==> config.mk <==
export PLATFORM = sky130hd
export DESIGN_NAME = car_park_occupancy
export DESIGN_NICKNAME = d
export VERILOG_FILES = /design/src/rtl/car_park_occupancy.sv
export SDC_FILE = /design/constraint.sdc
export NUM_CORES = 1
export LEC_CHECK = 0
export ABC_AREA = 1
export CORE_ASPECT_RATIO = 1.1
export CORE_MARGIN = 8
export CORE_UTILIZATION = 25
export CTS_BUF_LIST = sky130_fd_sc_hd__clkbuf_8
export CTS_CLUSTER_SIZE = 28
export DETAILED_ROUTE_END_ITERATION = 6
export PLACE_DENSITY = 0.51
export RECOVER_POWER = 25
export SETUP_SLACK_MARGIN = 0.5
export SLEW_MARGIN = 30
export SYNTH_ARGS = -nofsm -noshare
export SYNTH_HDL_FRONTEND = slang
export SYNTH_SLANG_ARGS = --single-unit
==> constraint.sdc <==
create_clock -name clk -period 1.6 [get_ports clk]
set_input_delay 0.48 -clock clk [delete_from_list [all_inputs] [get_ports clk]]
set_output_delay 0.48 -clock clk [all_outputs]
set_load 0.02 [all_outputs]
==> src/rtl/car_park_occupancy.sv <==
// rtl/car_park_occupancy.sv - saturating car park occupancy counter with incremental BCD and sticky errors
module car_park_occupancy #(
  parameter int CAPACITY = 150
) (
  input  logic       clk,
  input  logic       reset,
  input  logic       enter,
  input  logic       exit,
  input  logic       clr,
  output logic [9:0] count,
  output logic [9:0] free,
  output logic [3:0] bcd2,
  output logic [3:0] bcd1,
  output logic [3:0] bcd0,
  output logic       full,
  output logic       empty,
  output logic       err_over,
  output logic       err_under
);

  localparam logic [9:0] CAP = 10'(CAPACITY);

  logic [3:0] inc2, inc1, inc0;
  logic [3:0] dec2, dec1, dec0;
  logic       units_nine, tens_nine, units_zero, tens_zero;
  logic       only_enter, only_exit;

  assign units_nine = (bcd0 == 4'd9);
  assign tens_nine  = (bcd1 == 4'd9);
  assign units_zero = (bcd0 == 4'd0);
  assign tens_zero  = (bcd1 == 4'd0);

  assign only_enter = enter & ~exit;
  assign only_exit  = exit & ~enter;

  // Ripple carry/borrow across the three digits in one cycle, so 99 <-> 100 is atomic.
  always_comb begin
    inc0 = bcd0;
    inc1 = bcd1;
    inc2 = bcd2;
    if (units_nine) begin
      inc0 = 4'd0;
      if (tens_nine) begin
        inc1 = 4'd0;
        inc2 = bcd2 + 4'd1;
      end else begin
        inc1 = bcd1 + 4'd1;
      end
    end else begin
      inc0 = bcd0 + 4'd1;
    end
  end

  always_comb begin
    dec0 = bcd0;
    dec1 = bcd1;
    dec2 = bcd2;
    if (units_zero) begin
      dec0 = 4'd9;
      if (tens_zero) begin
        dec1 = 4'd9;
        dec2 = bcd2 - 4'd1;
      end else begin
        dec1 = bcd1 - 4'd1;
      end
    end else begin
      dec0 = bcd0 - 4'd1;
    end
  end

  always_ff @(posedge clk or posedge reset) begin
    if (reset) begin
      count     <= '0;
      bcd2      <= '0;
      bcd1      <= '0;
      bcd0      <= '0;
      err_over  <= 1'b0;
      err_under <= 1'b0;
    end else if (clr) begin
      count     <= '0;
      bcd2      <= '0;
      bcd1      <= '0;
      bcd0      <= '0;
      err_over  <= 1'b0;
      err_under <= 1'b0;
    end else if (only_enter) begin
      if (count < CAP) begin
        count <= count + 10'd1;
        bcd2  <= inc2;
        bcd1  <= inc1;
        bcd0  <= inc0;
      end else begin
        err_over <= 1'b1;
      end
    end else if (only_exit) begin
      if (count != 10'd0) begin
        count <= count - 10'd1;
        bcd2  <= dec2;
        bcd1  <= dec1;
        bcd0  <= dec0;
      end else begin
        err_under <= 1'b1;
      end
    end
  end

  // Status flags decode straight from the count register, tracking it with no extra delay.
  assign free  = CAP - count;
  assign full  = (count == CAP);
  assign empty = (count == 10'd0);

endmodule

**Word-level counts from Yosys, hierarchy flattened**

Cells that the tools add are included.

- Register bits after elaboration: 24

- Add/sub/neg operators: 9
- Order comparisons: 1
- Equality and inequality tests: 9
- Mux-type cells: 37
- Bitwise gates (word level): 4
- Reduce and logical (&&, ||, !) cells: 15

Operator list:

| cell | count |
|---|---|
| $mux W4 | 25 |
| $mux W10 | 5 |
| $add A4 B1 Y4 const B | 3 |
| $reduce_bool A3 Y1 | 4 |
| $sub A4 B1 Y4 const B | 3 |
| $add A10 B1 Y10 const B | 1 |
| $eq A10 B8 Y1 const B | 1 |
| $logic_not A10 Y1 | 1 |
| $lt A10 B8 Y1 const B | 1 |
| $reduce_bool A10 Y1 | 1 |
| $sub A10 B1 Y10 const B | 1 |
| $sub A8 B10 Y10 const A | 1 |
| $eq A4 B4 Y1 const B | 2 |
| $logic_not A4 Y1 | 2 |
| $mux W1 | 7 |
| $reduce_and A7 Y1 | 1 |
| $ne A2 B2 Y1 const B | 3 |
| $ne A3 B3 Y1 const B | 2 |
| $reduce_and A3 Y1 | 2 |
| $reduce_and A5 Y1 | 1 |
| $reduce_bool A2 Y1 | 2 |
| $ne A3 B2 Y1 const B | 1 |
| $and A1 B1 Y1 | 2 |
| $not A1 Y1 | 2 |
| $reduce_and A2 Y1 | 1 |

**Depth between registers and ports, before layout**

Gate-level depths: netlist of the first run.

- Depth after elaboration: 7
- Depth in mapped cells: 12
- Gate-level depth less buffers: 12

**Least setup slack after synthesis of the first run**

No wires, ideal clock.

- Kind: register to output
- Start: register count[0]
- End: output empty
- Data arrival time: 1.625 ns
- Data required time: 1.120 ns
- Setup slack: -0.505 ns
- Stages on the path, launching flop included: 5
- Buffers on the path: 0
- Path through: dfrtp_1 -> inv_1 -> ha_1 -> nand4_1 -> nor4_1

- Word-level cells in the longest chain between the ends: 1

Ends and longest elaborated chain:

| element | line | text |
|---|---|---|
| from (decl) | 10 | `output logic [9:0] count,` |
| from (signal assigned) | 88 | `count <= count + 10'd1;` |
| from (signal assigned) | 97 | `count <= count - 10'd1;` |
| $logic_not A10 Y1 | 110 | `assign empty = (count == 10'd0);` |
| to (decl) | 16 | `output logic empty,` |

Every way passes these cells.

**Worst setup path after layout of the first run**

- Start: register count[1]
- End: output free[8]

- Word-level cells in the longest chain between the ends: 1

Ends and longest elaborated chain:

| element | line | text |
|---|---|---|
| $sub A8 B10 Y10 | 108 | `assign free = CAP - count;` |
| to (decl) | 11 | `output logic [9:0] free,` |

Every way passes these cells.

==> results of run 1 <==
cell usage after synthesis, types with 3 or more instances:
cell,n
nand2_1,109
xor2_1,9
nand4_1,15
nand3b_1,3
nand3_1,22
nand2_2,3
inv_1,40
inv_2,4
ha_1,13
nor2_4,3
nand2_4,3
o211ai_1,4
buf_4,3
a21oi_1,10
nor2_1,25
xnor2_1,4
dfrtp_1,24
o21ai_2,11
o21ai_0,5
worst paths after layout:
check,endpoint,slack (ns),cells after the start,from
min reg2reg,bcd0[1]$_DFFE_PP0P_,0.56,2,bcd0[1]$_DFFE_PP0P_
max reg2reg,count[7]$_DFFE_PP0P_,-0.25,12,count[1]$_DFFE_PP0P_
max in group asynchronous,count[2]$_DFFE_PP0P_,0.31,3,reset
max,free[8],-0.48,6,count[1]$_DFFE_PP0P_
min in group asynchronous,err_over$_DFFE_PP0P_,0.81,3,reset
min,bcd0[1]$_DFFE_PP0P_,0.56,2,bcd0[1]$_DFFE_PP0P_
registers in the layout, indices dropped and copies added (netlist names):
signal     count
bcd1           4
err_over       1
err_under      1
bcd0           4
count         10
bcd2           4
stage by stage:
step / power (mW) / setup slack (ns)
floorplan: 3.94 / -0.224
global placement: 6.11 / -0.702
detailed placement: 6.13 / -0.748
CTS: 7.22 / -0.494
global route: 8.11 / -0.571
finish: 7.50 / -0.482
layout make-up:
class | count | share of cell area
Sequential cell | 24 | 0.150
Multi-Input combinational cell | 252 | 0.451
Inverter | 45 | 0.0424
Tap cell | 114 | 0.0353
Timing Repair Buffer | 131 | 0.310
Clock buffer | 3 | 0.0102
Clock inverter | 1 | 0.000928
power breakdown:
group / switching [mW] / total, mW / internal (mW)
Combinational: 3.06 / 5.96 / 2.90
Sequential: 0.295 / 1.14 / 0.844
Clock: 0.229 / 0.401 / 0.173
what timing repair did:
| action | CTS | global route |
|---|---|---|
| cloned | 3 | 0 |
| gates resized for setup | 259 | 33 |
| pin swaps | 11 | 4 |
| endpoints found under the setup margin | 60 | 60 |
| setup buffers | 15 | 8 |
| hold buffers | 0 | 0 |
critical path, cell delays in order, from the launching register on:
cell and delay (ns):
dfrtp_2 0.48, ha_4 0.19, a21oi_4 0.15, nand2_1 0.11, nand2_4 0.11, xor2_4 0.15, buf_6 0.14
placed cells by master (no fill, tap or decap), types with 4 or more instances in the layout:
master | synthesis | routed
nand3_4 | 0 | 5
nor2_2 | 1 | 5
nand4_1 | 15 | 15
o21ai_2 | 11 | 11
buf_12 | 0 | 4
o211ai_1 | 4 | 4
nor2_4 | 3 | 4
inv_2 | 4 | 8
nand3_1 | 22 | 17
nand2_1 | 109 | 94
dfrtp_2 | 0 | 6
buf_6 | 2 | 53
inv_1 | 40 | 36
nor2_1 | 25 | 20
nand2_4 | 3 | 5
xor2_1 | 9 | 5
buf_4 | 3 | 65
nand2_2 | 3 | 15
ha_4 | 0 | 10
a21oi_1 | 10 | 5
dfrtp_1 | 24 | 18
o21ai_0 | 5 | 5
layer usage:
layer / global-route usage / vias up / share of wire
met3: 0.0191 / 8 / 0.037
met4: 0.0376 / 0 / 0.011
met1: 0.149 / 1190 / 0.44
met2: 0.221 / 42 / 0.52
li1: - / 1312 / -
met5: 0 / - / 0
kinds of logic (layout without fill, tap and decap cells):
logic type,Yosys count,after routing,synth area share
simple gates,188,190,0.385
flops,24,24,0.271
xor+xnor,13,13,0.0514
fa+ha+maj,15,15,0.0915
buf+inv,50,180,0.0966
compound gates,34,34,0.104
==> impl_metrics.py, run 1 <==
metrics = {
    "flow_run": {
        "maxCapViolations": 0,
    },
    "clocking": {
        "cts-htree-levels": 1,
        "cts_made_buffers": 3,
        "clkTransAtPathRegs_ns": 0.10,
        "cts_tree": "yes",
        "clock_latency_ns": 0.27,
        "cts_buffer_depth": 2,
        "clkSinkCount": 24,
        "cts_root_buf": "clkbuf_8",
    },
    "die": {
        "io_pins": 41,
        "rows": 36,
        "die_y_um": 115,
        "start_util": 0.253,
        "die-area_um2": 12100,
        "die_w_um": 106,
        "core-area_um2": 8740,
    },
    "sta": {
        "finalHoldViolations": 0,
        "slew_violations": 0,
        "rsz0062_at_grt": "yes",
        "finalSetupViolCount": 37,
        "fin_crit_sh": 1.30,
        "worst_slack_ns": -0.482,
        "relSlewSlack": 0.544,
        "fin_crit_ns": 2.08,
        "tns_ns": -9.68,
        "finClkSkew_ns": 0.00349,
        "fin_hold_ws_ns": 0.558,
        "worst_pin_slew_ns": 0.683,
        "fmax_mhz": 480,
    },
    "synthesis": {
        "async_flop_share": 1.00,
        "ys_types": 30,
        "synth_area_per_cell_um2": 6.84,
        "synth_area_leader_cell": "dfrtp_1",
        "synth_ff_type": "dfrtp_1",
        "syn_area_um2": 2210,
        "syn_inst": 324,
        "synth_top_area_share": 0.271,
        "synth_edf_count": 0,
        "syn-num-nets": 344,
        "synth-seq-cells": 24,
        "seq_area_frac_synth": 0.271,
        "yosysWarnings": 0,
        "yosys-top-cells-area": "dfrtp_1 27%, nand2_1 18%, ha_1 7.3%",
    },
    "finish": {
        "final_cell_area_um2": 4050,
        "area.growth.synth_to_final_pct": 82.7,
        "fin_cells": 570,
        "fillers": 844,
        "regArea_um2": 608,
        "post-route-util": 0.463,
        "num-nets-final": 477,
        "drive_gt1_frac": 0.482,
        "multi_input_area_um2": 1830,
        "diodes": 0,
    },
    "hold_path": {
        "hold_class": "flop to flop",
    },
    "grt": {
        "grt_first_pass_wirelength_um": 12400,
        "grt.total_usage": 0.124,
        "grt-ovfl-total": 0,
        "antenna_found_initial": 0,
        "grt_max_degree": 25,
        "grt_pass1_vias": 2674,
    },
    "detailed_routing": {
        "drtIter0Drc": 67,
        "drc_errors": 0,
        "final_antenna_net_count": 0,
        "wire_per_inst_um": 13.3,
        "drt_first_pass_iters": 4,
        "drt-total-wl_um": 7560,
        "routed-via-count": 2552,
        "vias_per_cell": 4.48,
    },
    "placement": {
        "post-place-cells": 540,
        "io_buffers": 40,
        "gp_congestion": 0.870,
        "dp_hpwl_um": 5320,
        "placed_area_um2": 3390,
    },
    "power": {
        "power_per_cell_area_nw_per_um2": 1850,
        "p_leak_nw": 2.00,
        "ir_drop_mv": 0.934,
    },
    "critical_path": {
        "cp_max_fo": 5,
        "end_kind": "output pin",
        "worstPathArrival_ns": 1.60,
        "crit_required_ns": 1.12,
        "path_class": "flop to output pin",
        "critPathLaunchType": "flop",
    },
    "outcome": {
        "violations": "setup timing",
        "status": "finished, violations left",
    },
}
No activity file was read; power rests on OpenSTA's default activity.
==> inputs of run 2 (changes only) <==
--- a/config.mk
+++ b/config.mk
@@ -10,9 +10,11 @@
 export CORE_MARGIN = 8
 export CORE_UTILIZATION = 25
 export CTS_BUF_LIST = sky130_fd_sc_hd__clkbuf_8
+export CTS_CLUSTER_DIAMETER = 100
 export CTS_CLUSTER_SIZE = 28
 export DETAILED_ROUTE_END_ITERATION = 6
-export PLACE_DENSITY = 0.51
+export DONT_BUFFER_PORTS = 1
+export PLACE_DENSITY = 0.45
 export RECOVER_POWER = 25
 export SETUP_SLACK_MARGIN = 0.5
 export SLEW_MARGIN = 30
==> impl_metrics.py, run 2 (same netlist as run 1, synthesis figures left out) <==
metrics = {
    "outcome": {
        "status": "finished, violations left",
        "violations": "setup timing",
    },
    "detailed_routing": {
        "drt_first_pass_iters": 4,
        "vias_per_cell": 4.69,
        "drt-total-wl_um": 7600,
        "wire_per_inst_um": 14.1,
        "routed-via-count": 2516,
        "final_antenna_net_count": 0,
        "drtIter0Drc": 122,
        "drc_errors": 0,
    },
    "sta": {
        "slew_violations": 0,
        "fin_hold_ws_ns": 0.249,
        "finalHoldViolations": 0,
        "fmax_mhz": 483,
        "worst_pin_slew_ns": 0.673,
        "fin_crit_sh": 1.29,
        "relSlewSlack": 0.551,
        "tns_ns": -8.05,
        "worst_slack_ns": -0.471,
        "rsz0062_at_grt": "yes",
        "fin_crit_ns": 2.07,
        "finalSetupViolCount": 35,
        "finClkSkew_ns": 0.00436,
    },
    "finish": {
        "final_cell_area_um2": 3790,
        "largest_register_ffs": 10,
        "largest-register": "count",
        "num-nets-final": 444,
        "layout_common_cells": "85 x nand2_1, 53 x buf_4, 37 x buf_6",
        "drive_gt1_frac": 0.482,
        "post-route-util": 0.434,
        "area.growth.synth_to_final_pct": 71.1,
        "mostFrequentLayoutCell": "nand2_1",
        "diodes": 0,
    },
    "grt": {
        "grt_max_degree": 25,
        "grt_first_pass_wirelength_um": 12600,
        "grt_pass1_vias": 2533,
        "antenna_found_initial": 0,
        "grt-ovfl-total": 0,
        "grt.total_usage": 0.126,
    },
    "clocking": {
        "cts-htree-levels": 1,
        "cts_tree": "yes",
        "cts_root_buf": "clkbuf_8",
        "cts_buffer_depth": 2,
        "clock_latency_ns": 0.27,
        "cts_made_buffers": 3,
        "clkTransAtPathRegs_ns": 0.09,
        "clkSinkCount": 24,
    },
    "die": {
        "die_y_um": 115,
        "io_pins": 41,
        "core-area_um2": 8740,
        "die_w_um": 106,
        "rows": 36,
        "die-area_um2": 12100,
        "start_util": 0.253,
    },
    "critical_path": {
        "crit_chain": "buf_6 -> inv_4 -> ha_4 -> nand4_1 -> nor4_4 -> buf_4",
        "critPathLaunchType": "flop",
        "reg2reg_depth": 10,
        "critPathTopFamily": "flip-flops",
        "path_class": "flop to output pin",
        "cpPeakStageDelay_ns": 0.49,
        "crit_cells": 6,
        "worstPathArrival_ns": 1.59,
        "cp-endpoint": "empty",
        "end_kind": "output pin",
        "path_buf_inv": 3,
        "crit_start": "count[1]$_DFFE_PP0P_",
        "rr_endpoint": "count[0]$_DFFE_PP0P_",
        "cp_max_fo": 5,
        "cpMaxStageDelayCell": "dfrtp_2",
        "r2r_slack_ns": -0.22,
        "rr_startpoint": "count[1]$_DFFE_PP0P_",
        "crit_required_ns": 1.12,
    },
    "placement": {
        "placed_area_um2": 3060,
        "gp_congestion": 0.828,
        "dp_hpwl_um": 5690,
        "dpl_worst_slack_ns": -0.288,
        "io_buffers": 0,
    },
    "hold_path": {
        "hold_class": "input pin to flop",
    },
    "power": {
        "power_per_cell_area_nw_per_um2": 1880,
        "p_leak_nw": 1.84,
        "ir_drop_mv": 0.655,
    },
    "flow_run": {
        "maxCapViolations": 0,
    },
}
-- run 2: worst register-to-register path, cell delays in order, from the launching register on --
cell and delay [ns]:
dfrtp_2 0.49, buf_6 0.16, ha_4 0.15, nand3_2 0.08
nor2_1 0.05, nor2_1 0.19, nand2_4 0.10, nand2_8 0.13
nand3_4 0.12, buf_12 0.17, o21ai_4 0.12
-- run 2: worst min path at each step --
| stage | startpoint | endpoint | slack [ns] | cells past startpoint |
|---|---|---|---|---|
| floorplan | reset | bcd0[0]$_DFFE_PP0P_ | 0.49 | 1 |
| global placement | reset | bcd2[3]$_DFFE_PP0P_ | 0.46 | 2 |
| detailed placement | reset | bcd2[2]$_DFFE_PP0P_ | 0.46 | 2 |
| CTS | reset | bcd2[2]$_DFFE_PP0P_ | 0.16 | 2 |
| global route | clr | err_under$_DFFE_PP0P_ | 0.23 | 1 |
| finish | clr | err_under$_DFFE_PP0P_ | 0.25 | 1 |
-- run 2: what timing repair did --
action | in CTS | in global routing
setup endpoints to repair | 60 | 60
resized for setup | 62 | 55
pin swaps | 14 | 20
gates cloned | 1 | 0
hold buffers | 0 | 0
setup buffers | 11 | 10
-- run 2: area by class of cell --
type,count,area (um2)
Fill cell,882,4950
Timing Repair Buffer,99,965
Clock buffer,4,55.1
Sequential cell,24,616
Inverter,45,174
Tap cell,114,143
Multi-Input combinational cell,251,1840
-- run 2: through the flow --
stage	total power, mW	instances
final	7.13	537
after global routing	7.73	537
after CTS	6.69	527
after detailed placement	5.58	511
after global placement	5.55	511
after floorplan	3.94	324
-- run 2: layer usage --
metal	track usage	wire length, um
met1	0.141	3100
met2	0.236	4000
met3	0.0253	393
met4	0.0291	108
met5	0	0
-- run 2: power by group --
group / switching, mW / internal [mW] / leakage [nW]
Combinational: 2.98 / 2.51 / 1.51
Sequential: 0.332 / 0.854 / 0.296
Clock: 0.226 / 0.220 / 0.0288
Total: 3.54 / 3.59 / 1.84
==> inputs of run 3 (changes only) <==
--- a/config.mk
+++ b/config.mk
@@ -14,6 +14,7 @@
 export CTS_CLUSTER_SIZE = 28
 export DETAILED_ROUTE_END_ITERATION = 6
 export DONT_BUFFER_PORTS = 1
+export GPL_ROUTABILITY_DRIVEN = 0
 export PLACE_DENSITY = 0.45
 export RECOVER_POWER = 25
 export SETUP_SLACK_MARGIN = 0.5
==> results of run 3 <==
The final DEF is identical to that of run 2; final timing and power are the same.
